$ cat config.mk
export PLATFORM = sky130hd
export DESIGN_NAME = id_stage_pipe
export DESIGN_NICKNAME = d
export VERILOG_FILES = /design/src/rtl/id_stage_pipe.sv
export SDC_FILE = /design/constraint.sdc
export NUM_CORES = 1
export LEC_CHECK = 0
export ABC_AREA = 1
export CORE_ASPECT_RATIO = 1.75
export CORE_MARGIN = 2
export CORE_UTILIZATION = 45
export CTS_BUF_LIST = sky130_fd_sc_hd__clkbuf_8
export CTS_CLUSTER_SIZE = 20
export DETAILED_ROUTE_END_ITERATION = 6
export HOLD_SLACK_MARGIN = 0.1
export PLACE_DENSITY = 0.93
export SYNTH_ARGS = -nofsm -noshare
export SYNTH_HDL_FRONTEND = slang
export SYNTH_SLANG_ARGS = --single-unit
$ cat constraint.sdc
create_clock -name clk -period 1.6 [get_ports clk]
set_input_delay 0.24 -clock clk [delete_from_list [all_inputs] [get_ports clk]]
set_output_delay 0.24 -clock clk [all_outputs]
set_load 0.005 [all_outputs]
$ cat src/rtl/id_stage_pipe.sv
// Decode stage between IF and EX: decodes one instruction per cycle into the ID/EX register.
// Optional load-use interlock enabled by defining ID_LOADUSE_INTERLOCK_EN.
module id_stage_pipe #(
  parameter int DATA_W = 16,
  parameter int STAT_W = 16
) (
  input  logic              clk,
  input  logic              rst,
  input  logic              if_valid,
  input  logic [15:0]       if_instr,
  output logic              id_ready,
  input  logic              ex_stall,
  output logic [2:0]        rs1_addr,
  output logic [2:0]        rs2_addr,
  input  logic [DATA_W-1:0] rs1_data_in,
  input  logic [DATA_W-1:0] rs2_data_in,
  output logic              branch_taken,
  output logic [5:0]        branch_offset_imm,
  output logic              id_ex_valid,
  output logic [2:0]        alu_cmd,
  output logic [DATA_W-1:0] rs1_data_out,
  output logic [DATA_W-1:0] rs2_data_out,
  output logic [DATA_W-1:0] id_ex_store_data,
  output logic [2:0]        id_ex_op_dest,
  output logic              id_ex_mem_write_en,
  output logic              id_ex_wb_mux,
  output logic              id_ex_wb_en,
  output logic              illegal_instr,
  output logic [STAT_W-1:0] stall_count
);

  localparam logic [3:0] OP_NOP  = 4'd0;
  localparam logic [3:0] OP_ADDI = 4'd9;
  localparam logic [3:0] OP_LD   = 4'd10;
  localparam logic [3:0] OP_ST   = 4'd11;
  localparam logic [3:0] OP_BZ   = 4'd12;

  function automatic logic [DATA_W-1:0] sext_imm(input logic [5:0] imm);
    return {{(DATA_W-6){imm[5]}}, imm};
  endfunction

  logic [3:0]        opcode_s;
  logic              is_illegal_s;
  logic              hazard_s;
  logic              fire_s;
  logic              nxt_valid_s;
  logic [2:0]        nxt_cmd_s;
  logic [2:0]        nxt_dest_s;
  logic [DATA_W-1:0] nxt_a_s;
  logic [DATA_W-1:0] nxt_b_s;
  logic [DATA_W-1:0] nxt_sd_s;
  logic              nxt_mw_s;
  logic              nxt_mux_s;
  logic              nxt_wb_s;

  assign opcode_s          = if_instr[15:12];
  assign is_illegal_s      = (opcode_s >= 4'd13);
  assign rs1_addr          = if_instr[8:6];
  // ST reads its store-data register from the dest field
  assign rs2_addr          = (opcode_s == OP_ST) ? if_instr[11:9] : if_instr[5:3];
  assign branch_offset_imm = if_instr[5:0];

`ifdef ID_LOADUSE_INTERLOCK_EN
  logic reads_rs1_s;
  logic reads_rs2_s;
  assign reads_rs1_s = (opcode_s != OP_NOP);
  assign reads_rs2_s = ((opcode_s >= 4'd1) && (opcode_s <= 4'd8)) || (opcode_s == OP_ST);
  assign hazard_s = id_ex_valid && id_ex_wb_mux && if_valid &&
                    ((reads_rs1_s && (rs1_addr == id_ex_op_dest)) ||
                     (reads_rs2_s && (rs2_addr == id_ex_op_dest)));
`else
  assign hazard_s = 1'b0;
`endif

  assign id_ready     = !ex_stall && !hazard_s;
  assign fire_s       = if_valid && id_ready;
  assign branch_taken = fire_s && (opcode_s == OP_BZ) && (rs1_data_in == {DATA_W{1'b0}});

  // Decode the incoming instruction into next ID/EX contents; anything not fired is a bubble
  always_comb begin
    nxt_valid_s = 1'b0;
    nxt_cmd_s   = 3'd0;
    nxt_dest_s  = 3'd0;
    nxt_a_s     = {DATA_W{1'b0}};
    nxt_b_s     = {DATA_W{1'b0}};
    nxt_sd_s    = {DATA_W{1'b0}};
    nxt_mw_s    = 1'b0;
    nxt_mux_s   = 1'b0;
    nxt_wb_s    = 1'b0;
    if (fire_s) begin
      case (opcode_s)
        4'd1, 4'd2, 4'd3, 4'd4, 4'd5, 4'd6, 4'd7, 4'd8: begin
          nxt_valid_s = 1'b1;
          nxt_cmd_s   = 3'(opcode_s - 4'd1);
          nxt_dest_s  = if_instr[11:9];
          nxt_a_s     = rs1_data_in;
          nxt_b_s     = rs2_data_in;
          nxt_wb_s    = 1'b1;
        end
        OP_ADDI, OP_LD: begin
          nxt_valid_s = 1'b1;
          nxt_dest_s  = if_instr[11:9];
          nxt_a_s     = rs1_data_in;
          nxt_b_s     = sext_imm(if_instr[5:0]);
          nxt_mux_s   = (opcode_s == OP_LD);
          nxt_wb_s    = 1'b1;
        end
        OP_ST: begin
          nxt_valid_s = 1'b1;
          nxt_a_s     = rs1_data_in;
          nxt_b_s     = sext_imm(if_instr[5:0]);
          nxt_sd_s    = rs2_data_in;
          nxt_mw_s    = 1'b1;
        end
        default: begin
          nxt_valid_s = 1'b0;
        end
      endcase
    end else begin
      nxt_valid_s = 1'b0;
    end
  end

  // ID/EX register with EX hold, sticky illegal flag and saturating stall counter
  always_ff @(posedge clk) begin
    if (!rst) begin
      id_ex_valid        <= 1'b0;
      alu_cmd            <= 3'd0;
      id_ex_op_dest      <= 3'd0;
      rs1_data_out       <= {DATA_W{1'b0}};
      rs2_data_out       <= {DATA_W{1'b0}};
      id_ex_store_data   <= {DATA_W{1'b0}};
      id_ex_mem_write_en <= 1'b0;
      id_ex_wb_mux       <= 1'b0;
      id_ex_wb_en        <= 1'b0;
      illegal_instr      <= 1'b0;
      stall_count        <= {STAT_W{1'b0}};
    end else begin
      if (!ex_stall) begin
        id_ex_valid        <= nxt_valid_s;
        alu_cmd            <= nxt_cmd_s;
        id_ex_op_dest      <= nxt_dest_s;
        rs1_data_out       <= nxt_a_s;
        rs2_data_out       <= nxt_b_s;
        id_ex_store_data   <= nxt_sd_s;
        id_ex_mem_write_en <= nxt_mw_s;
        id_ex_wb_mux       <= nxt_mux_s;
        id_ex_wb_en        <= nxt_wb_s;
      end
      if (fire_s && is_illegal_s) begin
        illegal_instr <= 1'b1;
      end
      if (if_valid && !id_ready && (stall_count != {STAT_W{1'b1}})) begin
        stall_count <= stall_count + STAT_W'(1);
      end
    end
  end

endmodule

; Word-level counts from Yosys, hierarchy flattened
; Index checks and enable logic that the tools add are counted.
[classes]
eq_ne = 13
magnitude_cmp = 1
addsub = 2
reduce_logical = 13
muxes = 19
[ops]
columns = operator, n
row1 = 16-bit two-way mux, 5
row2 = 16-bit one-hot mux with 2 select lines, 1
row3 = 4-bit == test (second input constant), 5
row4 = 16-bit by 1-bit adder with 16-bit output (second input constant), 1
row5 = 4-bit by 3-bit == test with 1-bit output (second input constant), 4
row6 = 16-bit zero test, 1
row7 = 16-bit inequality test (second input constant), 1
row8 = 3-bit two-way mux, 5
row9 = 11-bit OR reduction, 1
row10 = 10-bit OR reduction, 1
row11 = 4-bit by 2-bit == test with 1-bit output (second input constant), 2
row12 = 1-bit two-way mux, 8
row13 = 8-bit OR reduction, 1
row14 = 1-bit logical AND, 6
row15 = 4-bit by 1-bit == test with 1-bit output (second input constant), 1
row16 = 4-bit greater-or-equal comparator (second input constant), 1
row17 = 3-bit OR reduction, 1
row18 = 3-bit by 1-bit subtractor with 3-bit output (second input constant), 1
row19 = 2-bit OR reduction, 1
row20 = 1-bit zero test, 1
[word_totals]
output_inout_bits = 89
elab_cells = 59
ff_bits = 75

; Depth between registers and ports, before layout
; Gate-level depths: netlist of the first run.
[logic_depth]
ltp_word = 4
mapped_depth = 11

; Worst setup path after synthesis of the first run
; OpenSTA, ideal clock, no wires.
[synth_timing]
path_type = reg-to-reg
start = register stall_count[0]
end = register stall_count[15]
arrival_time_ns = 1.348
t_required_ns = 1.485
synth_period_minus_slack_ns = 1.463
path_stages_with_launch = 10
setup_ns = 0.115
setup_slack_ns = 0.137
path_cell_list = dfxtp_1 ha_1 nand3_2 inv_2 nand2_2 nor2_1 nor2_2 buf_6 a21oi_1 nor2_1
[synth_between]
elab_chain_len = 2
elab_cells_between_ends = 3
cone_classes = add/sub: 1 / eq/ne: 1 / reduce/logical: 1
[synth_lines]
columns = item, line_no
row1 = "start, declared", 29  ; output logic [STAT_W-1:0] stall_count
row2 = "start signal, assigned", 137  ; stall_count <= {STAT_W{1'b0}};
row3 = "start signal, assigned", 154  ; stall_count <= stall_count + STAT_W'(1);
row4 = "parallel branches: the longest is 2 deep, another holds 16-bit by 1-bit adder with 16-bit output", --
; Parallel ways; which one is timed is not known.
; A chain may end at the register's enable or synchronous reset.

; Worst setup path in the final report of the first run
[layout_timing]
start = input rs1_data_in[6]
end = output branch_taken
[layout_between]
elab_chain_len = 2
[layout_lines]
columns = item, line_no
row1 = "start, declared", 15  ; input logic [DATA_W-1:0] rs1_data_in,
row2 = 16-bit zero test, 77  ; assign branch_taken = fire_s && (opcode_s == OP_BZ) && (rs1_data_in == {DATA_W{1'b0}});
row3 = 1-bit logical AND, 77
row4 = "end, declared", 17  ; output logic branch_taken,
; Every way passes these cells.

==> run summary, run 1 <==
Routed length per instance = 15.4 um
HP Class = primary input to register
Site row count = 42
Mapped Cells = 471
Buf/Inv on CP = 2
Total wire length = 11,100 um
Grt ovf = 0
CTS Sinks = 75
Starting Density = 0.461
Peak VDD IR = 679 uV
Ys async rst share = 0
Wire length of the first global-routing pass = 17,600 um
Largest net degree at the start of global routing = 59
DR pass1 iterations = 4
Remaining DRCs = 0
LEAKAGE = 0.00223 uW
Synth Area in Compound Gates = 0.126
Routed vias/inst = 5.28
Chip Width = 70.6 um
IO Pins = 141
ANT cells = 0
CTS tree = yes
Core box area = 0.00757 mm2
Post-Synth XOR/XNOR Area = 0.0150
CP Capture Type = output pin
Initial DRC Count = 322
Worst rel slew slack = 0.593
Max-Cap Viols = 0
CP Class = primary input to output pin
Hold-fix buffers, CTS = 0
Fin cells = 723
CP Cell Sequence = dlygate4sd2_1 -> nor4_2 -> nand4_1 -> nor2_1 -> buf_2
Initial antenna violation count = 0
Outcome = finished clean
Port bufs = 134
Area contributors post-synth = dfxtp_1 43%, nand2_1 13%, a21oi_1 8.0%
Register Area = 0.00151 mm2
DR vias = 3,815
Htree depth = 3
Synth unique cells = 32
Post-Synth Simple-Gate Area = 0.314
Critical path arrival = 1.33 ns
Clock skew = 0.00694 ns
Placed cell count = 705
Critical Path RT = 1.36 ns
Synth Warn # = 0
Period utilisation layout = 0.984
Max-slew violations = 0
Flop-to-flop setup slack = 0.10 ns
CP max-delay cell = nor4_2
CTS root buffer = clkbuf_8
Net Count, Synth = 529
Die area = 0.00851 mm2
Post-synth EDFFs = 0
Fin. Hold Viols = 0
Crit-path max FO = 2
Post-synth top area share = 0.430
Minimum clock period = 1.57 ns
Slowest stage delay, CP = 0.28 ns
Gpl congestion = 0.978
Startpoint types = primary input
Filler cell count = 591
Synthesis-to-layout area growth = 55.9%
Post-synth top area cell = dfxtp_1
Fmax = 635 MHz
Tightest Pin Transition = 0.610 ns
Most frequent cell after synthesis = nand2_1
Die height = 121 um
Unrepaired setup endpoints after global routing = no
Post-synth top cells = 124 x nand2_1, 75 x dfxtp_1, 60 x nor2_1
Clock transition at path regs = 0.07 ns
Top Family by Delay on Critical Path = simple AND/OR/NAND/NOR gates
Fin util = 0.720
Adder-cell share of the synthesized area = 0.0215
Ys flop type = dfxtp_1
Antenna-violating nets left = 0
Pwr Density = 824 mW/mm2
Final setup margin = 0.0257 ns
Dpl ws = -0.690 ns
Largest family of logic cells by synthesized area = simple AND/OR/NAND/NOR gates
# setup viols final = 0
Vias in the first global route = 3,694
Power, Total = 4490 uW
Gr usage total = 0.262
DP HPWL = 8330 um
Clk_lat worst skew = 0.36 ns
# nets final = 688
Number of synthesized register bits = 75
Post-Syn Area = 0.00349 mm2
Fraction of layout cells with a size suffix above 1 = 0.173
Sequential area share after synthesis = 0.430
Post-Syn Area per Cell = 7.41 um2
Multi-input gate area = 0.00175 mm2
CTS max path bufs = 2
Multiplexer share of the synthesized area = 0.00967
Number of CTS-inserted buffers = 9
[per-stage QoR]
step	instance area [um2]	hold slack (ns)	TNS [ns]
2_1_floorplan	3490	0.338	0
3_3_place_gp	5120	0.453	-21.42
3_5_place_dp	5120	0.452	-26.27
4_1_cts	5410	0.279	0
5_1_grt	5450	0.338	0
6_report	5450	0.297	0
[tightest hold or removal path, stage by stage]
cell and delay, ns:
clkdlybuf4s15_1 0.20, nand3_1 0.11, a21oi_1 0.06
[kinds of logic after synthesis]
kind of cell               after synthesis
and+or+nand+nor                        245
AOI/OAI and AO/OA                       78
DFF                                     75
buffers and inverters                   58
xor gates and xnor gates                 6
adders and majority gates                6
muxes                                    3
[worst paths after layout]
check                                    start                           end  depth (start not counted)
setup reg to reg   stall_count[7]$_SDFFE_PN0P_   stall_count[1]$_SDFFE_PN0P_                          8
hold / removal                  rs1_data_in[2]  rs1_data_out[2]$_SDFFE_PN0N_                          3
hold reg to reg   rs1_data_out[7]$_SDFFE_PN0N_  rs1_data_out[7]$_SDFFE_PN0N_                          2
setup / recovery                rs1_data_in[6]                  branch_taken                          5
[routing by layer]
metal / part of all wire / global-route usage / routed length, um
met1: 0.36 / 0.270 / 3990
met2: 0.54 / 0.487 / 6050
met3: 0.065 / 0.0492 / 719
met4: 0.034 / 0.145 / 384
met5: 0 / 0 / 0
[layout by cell type, fill, tap and decap left out, types with 6 or more instances in the layout]
| cell type | n |
|---|---|
| clkdlybuf4s50_1 | 107 |
| nand4_1 | 9 |
| nand3_1 | 28 |
| dfxtp_1 | 67 |
| inv_1 | 20 |
| dfxtp_2 | 8 |
| clkbuf_8 | 11 |
| dlygate4sd2_1 | 14 |
| a22oi_1 | 16 |
| inv_2 | 7 |
| buf_2 | 6 |
| buf_4 | 42 |
| nand2_1 | 124 |
| a21oi_1 | 56 |
| nor2_1 | 58 |
[cell type report]
class	instances	share of cell area
clock inverter	5	0.0227
tap	88	0.0202
sequential	75	0.278
inverter	26	0.0179
timing repair buffer	180	0.312
clock buffer	11	0.0278
multi-input combinational	338	0.322
[repair_timing]
| item | CTS | global route |
|---|---|---|
| pin swaps | 8 | 4 |
| setup buffers | 4 | 1 |
| resized for setup | 50 | 14 |
| endpoints found under the setup margin | 53 | 11 |
[where the power goes]
group          total [uW]  switching, uW  internal (uW)
registers            1930           21.3           1900
clock network        1970            695           1270
logic                 591            294            297
total                4490           1010           3480
[sequential cells by signal, summed over array words and instances, names as in the netlist]
| register | count |
|---|---|
| id_ex_store_data | 16 |
| rs1_data_out | 16 |
| rs2_data_out | 16 |
| stall_count | 16 |
| alu_cmd | 3 |
| id_ex_op_dest | 3 |
| id_ex_mem_write_en | 1 |
| id_ex_valid | 1 |
| id_ex_wb_en | 1 |
| id_ex_wb_mux | 1 |
| illegal_instr | 1 |
Note: power is estimated with default switching activity, not from simulation.
==> run 2, diff against run 1 <==
- SLEW_MARGIN: not set -> 20
- clock period: 1.6 -> 1.5 ns (I/O delays scaled with it)
==> run summary, run 2 (synthesized netlist as in run 1, its figures left out) <==
Outcome = finished clean (unchanged)
# nets final = 698 (was 688)
Peak VDD IR = 601 uV (was 679 uV)
Tightest Pin Transition = 0.382 ns (was 0.610 ns)
Comb power frac = 0.143 (was 0.132)
# setup viols final = 0 (unchanged)
CTS Sinks = 75 (unchanged)
Flop-to-flop setup slack = 0.09 ns (was 0.10 ns)
Remaining DRCs = 0 (unchanged)
R2R Path Start = stall_count[0]$_SDFFE_PN0P_ (was stall_count[7]$_SDFFE_PN0P_)
CTS root buffer = clkbuf_8 (unchanged)
Starting Density = 0.461 (unchanged)
Fin util = 0.731 (was 0.720)
Reg-to-Reg End = stall_count[9]$_SDFFE_PN0P_ (was stall_count[1]$_SDFFE_PN0P_)
Antenna-violating nets left = 0 (unchanged)
Grt ovf = 0 (unchanged)
LEAKAGE = 0.00238 uW (was 0.00223 uW)
Critical path arrival = 1.26 ns (was 1.33 ns)
Final setup margin = 0.0164 ns (was 0.0257 ns)
Filler cell count = 560 (was 591)
Number of CTS-inserted buffers = 9 (unchanged)
Commonest non-fill, non-tap cell in the layout = nand2_1 (unchanged)
Synthesis-to-layout area growth = 58.4% (was 55.9%)
Clk pwr share = 0.398 (was 0.439)
Sw power = 1100 uW (was 1010 uW)
ANT cells = 0 (unchanged)
Period utilisation layout = 0.989
DP HPWL = 8650 um (was 8330 um)
Sequential share of power = 0.460 (was 0.429)
Initial antenna violation count = 0 (unchanged)
Worst Hold End = rs1_data_out[6]$_SDFFE_PN0N_ (was rs1_data_out[2]$_SDFFE_PN0N_)
Pwr Density = 809 mW/mm2 (was 824 mW/mm2)
Net switching fraction of the power = 0.247 (was 0.225)
Routed length per instance = 16.3 um (was 15.4 um)
Core box area = 0.00757 mm2 (unchanged)
Fraction of layout cells with a size suffix above 1 = 0.213 (was 0.173)
Fin. Hold Viols = 0 (unchanged)
Hold Path Origin = rs1_data_in[6] (was rs1_data_in[2])
Commonest non-fill, non-tap cells in the layout = 124 x nand2_1, 93 x clkdlybuf4s50_1, 58 x dfxtp_1, 57 x nor2_1, 56 x a21oi_1 (was 124 x nand2_1, 107 x clkdlybuf4s50_1, 67 x dfxtp_1, 58 x nor2_1, 56 x a21oi_1)
Clock transition at path regs = 0.08 ns (was 0.07 ns)
Multi-input gate area = 0.00180 mm2 (was 0.00175 mm2)
HP Class = primary input to register (unchanged)
Max-Cap Viols = 0 (unchanged)
Hold-critical path depth = 3 (unchanged)
DR pass1 iterations = 4 (unchanged)
CTS tree = yes (unchanged)
Site row count = 42 (unchanged)
Htree depth = 3 (unchanged)
Minimum clock period = 1.48 ns
Gr usage total = 0.274 (was 0.262)
Vias in the first global route = 3,985 (was 3,694)
Hold-fix buffers, CTS = 0 (unchanged)
Crit-path max FO = 2 (unchanged)
Register Area = 0.00153 mm2 (was 0.00151 mm2)
Startpoint types = primary input (unchanged)
Dpl ws = -0.678 ns (was -0.690 ns)
Gpl congestion = 1.01 (was 0.978)
Die area = 0.00851 mm2 (unchanged)
Wire length of the first global-routing pass = 18,300 um (was 17,600 um)
Worst rel slew slack = 0.745 (was 0.593)
Critical Path RT = 1.27 ns (was 1.36 ns)
CP Class = primary input to output pin (unchanged)
Finished Cell Area = 0.00553 mm2 (was 0.00545 mm2)
Dpl cell area = 0.00520 mm2 (was 0.00512 mm2)
Routed vias/inst = 5.39 (was 5.28)
Chip Width = 70.6 um (unchanged)
Die height = 121 um (unchanged)
Int Pwr = 3370 uW (was 3480 uW)
IO Pins = 141 (unchanged)
Clk_lat worst skew = 0.36 ns (about the same)
Crit. Startpoint = if_instr[11] (was rs1_data_in[6])
Port bufs = 134 (unchanged)
Max-slew violations = 0 (unchanged)
CTS max path bufs = 2 (unchanged)
Post-route setup TNS = 0 ns (unchanged)
Reg2reg path depth = 9 (was 8)
Initial DRC Count = 280 (was 322)
Fmax = 674 MHz
DR vias = 3,943 (was 3,815)
Clock skew = 0.0114 ns (was 0.00694 ns)
CP Capture Type = output pin (unchanged)
Total wire length = 11,900 um (was 11,100 um)
Largest net degree at the start of global routing = 38 (was 59)
## run 2: cell count changes in the layout (fill, tap and decap cells not counted), moves of 4 or more
cell,delta
clkbuf_2,+4
dlygate4sd2_1,+9
dfxtp_1,-9
buf_4,+7
clkdlybuf4s50_1,-14
dfxtp_2,+7
## run 2: area by class of cell
cell class                      instances  share of cell area
Clock buffer                           11              0.0274
Timing Repair Buffer                  190               0.320
Multi-Input combinational cell        338               0.326
Tap cell                               88              0.0199
Inverter                               26              0.0176
Sequential cell                        75               0.276
Clock inverter                          4              0.0133
## run 2: power by group through the flow
| stage | sequential [uW] | combinational, uW | clock [uW] |
|---|---|---|---|
| 6_report | 2050 | 638 | 1780 |
| 5_1_grt | 2060 | 687 | 1880 |
| 4_1_cts | 2050 | 630 | 1790 |
| 3_5_place_dp | 2100 | 637 | 0 |
| 3_3_place_gp | 2100 | 619 | 0 |
| 2_1_floorplan | 2100 | 262 | 0 |
## run 2: critical path, stage by stage
cell,delay [ns]
clkdlybuf4s50_1,0.47
mux2_4,0.30
dlygate4sd2_1,0.26
## run 2: timing repair
item	CTS	global route
buffers inserted	1	2
resized for setup	77	31
setup endpoints to repair	86	23
pin swaps	8	10
gates cloned	0	0
## run 2: worst max-delay path by stage
stage / to / slack [ns] / cells past startpoint
after CTS: branch_taken / -0.07 / 5
after detailed placement: branch_taken / -0.68 / 6
after floorplan: stall_count[15]$_SDFFE_PN0P_ / 0.04 / 9
after global placement: branch_taken / -0.70 / 6
after global routing: branch_taken / -0.02 / 5
final: rs2_addr[2] / 0.02 / 3
## run 2: stage by stage
stage	total power (uW)	hold slack, ns	instances
after floorplan	2370	0.323	471
after global placement	2720	0.450	714
after detailed placement	2740	0.450	714
after CTS	4470	0.282	730
after global routing	4620	0.155	732
final	4470	0.153	732
## run 2: metal layers
metal / track usage / vias up / routed length [um]
li1: - / 1865 / -
met5: 0 / - / 0
met3: 0.0625 / 34 / 658
met4: 0.149 / 0 / 394
met1: 0.273 / 1878 / 4230
met2: 0.511 / 166 / 6620
==> run 3, diff against run 2 <==
- SLEW_MARGIN: 20 -> 25
==> results of run 3 <==
No change in the layout: final DEF, timing and power equal those of run 2.
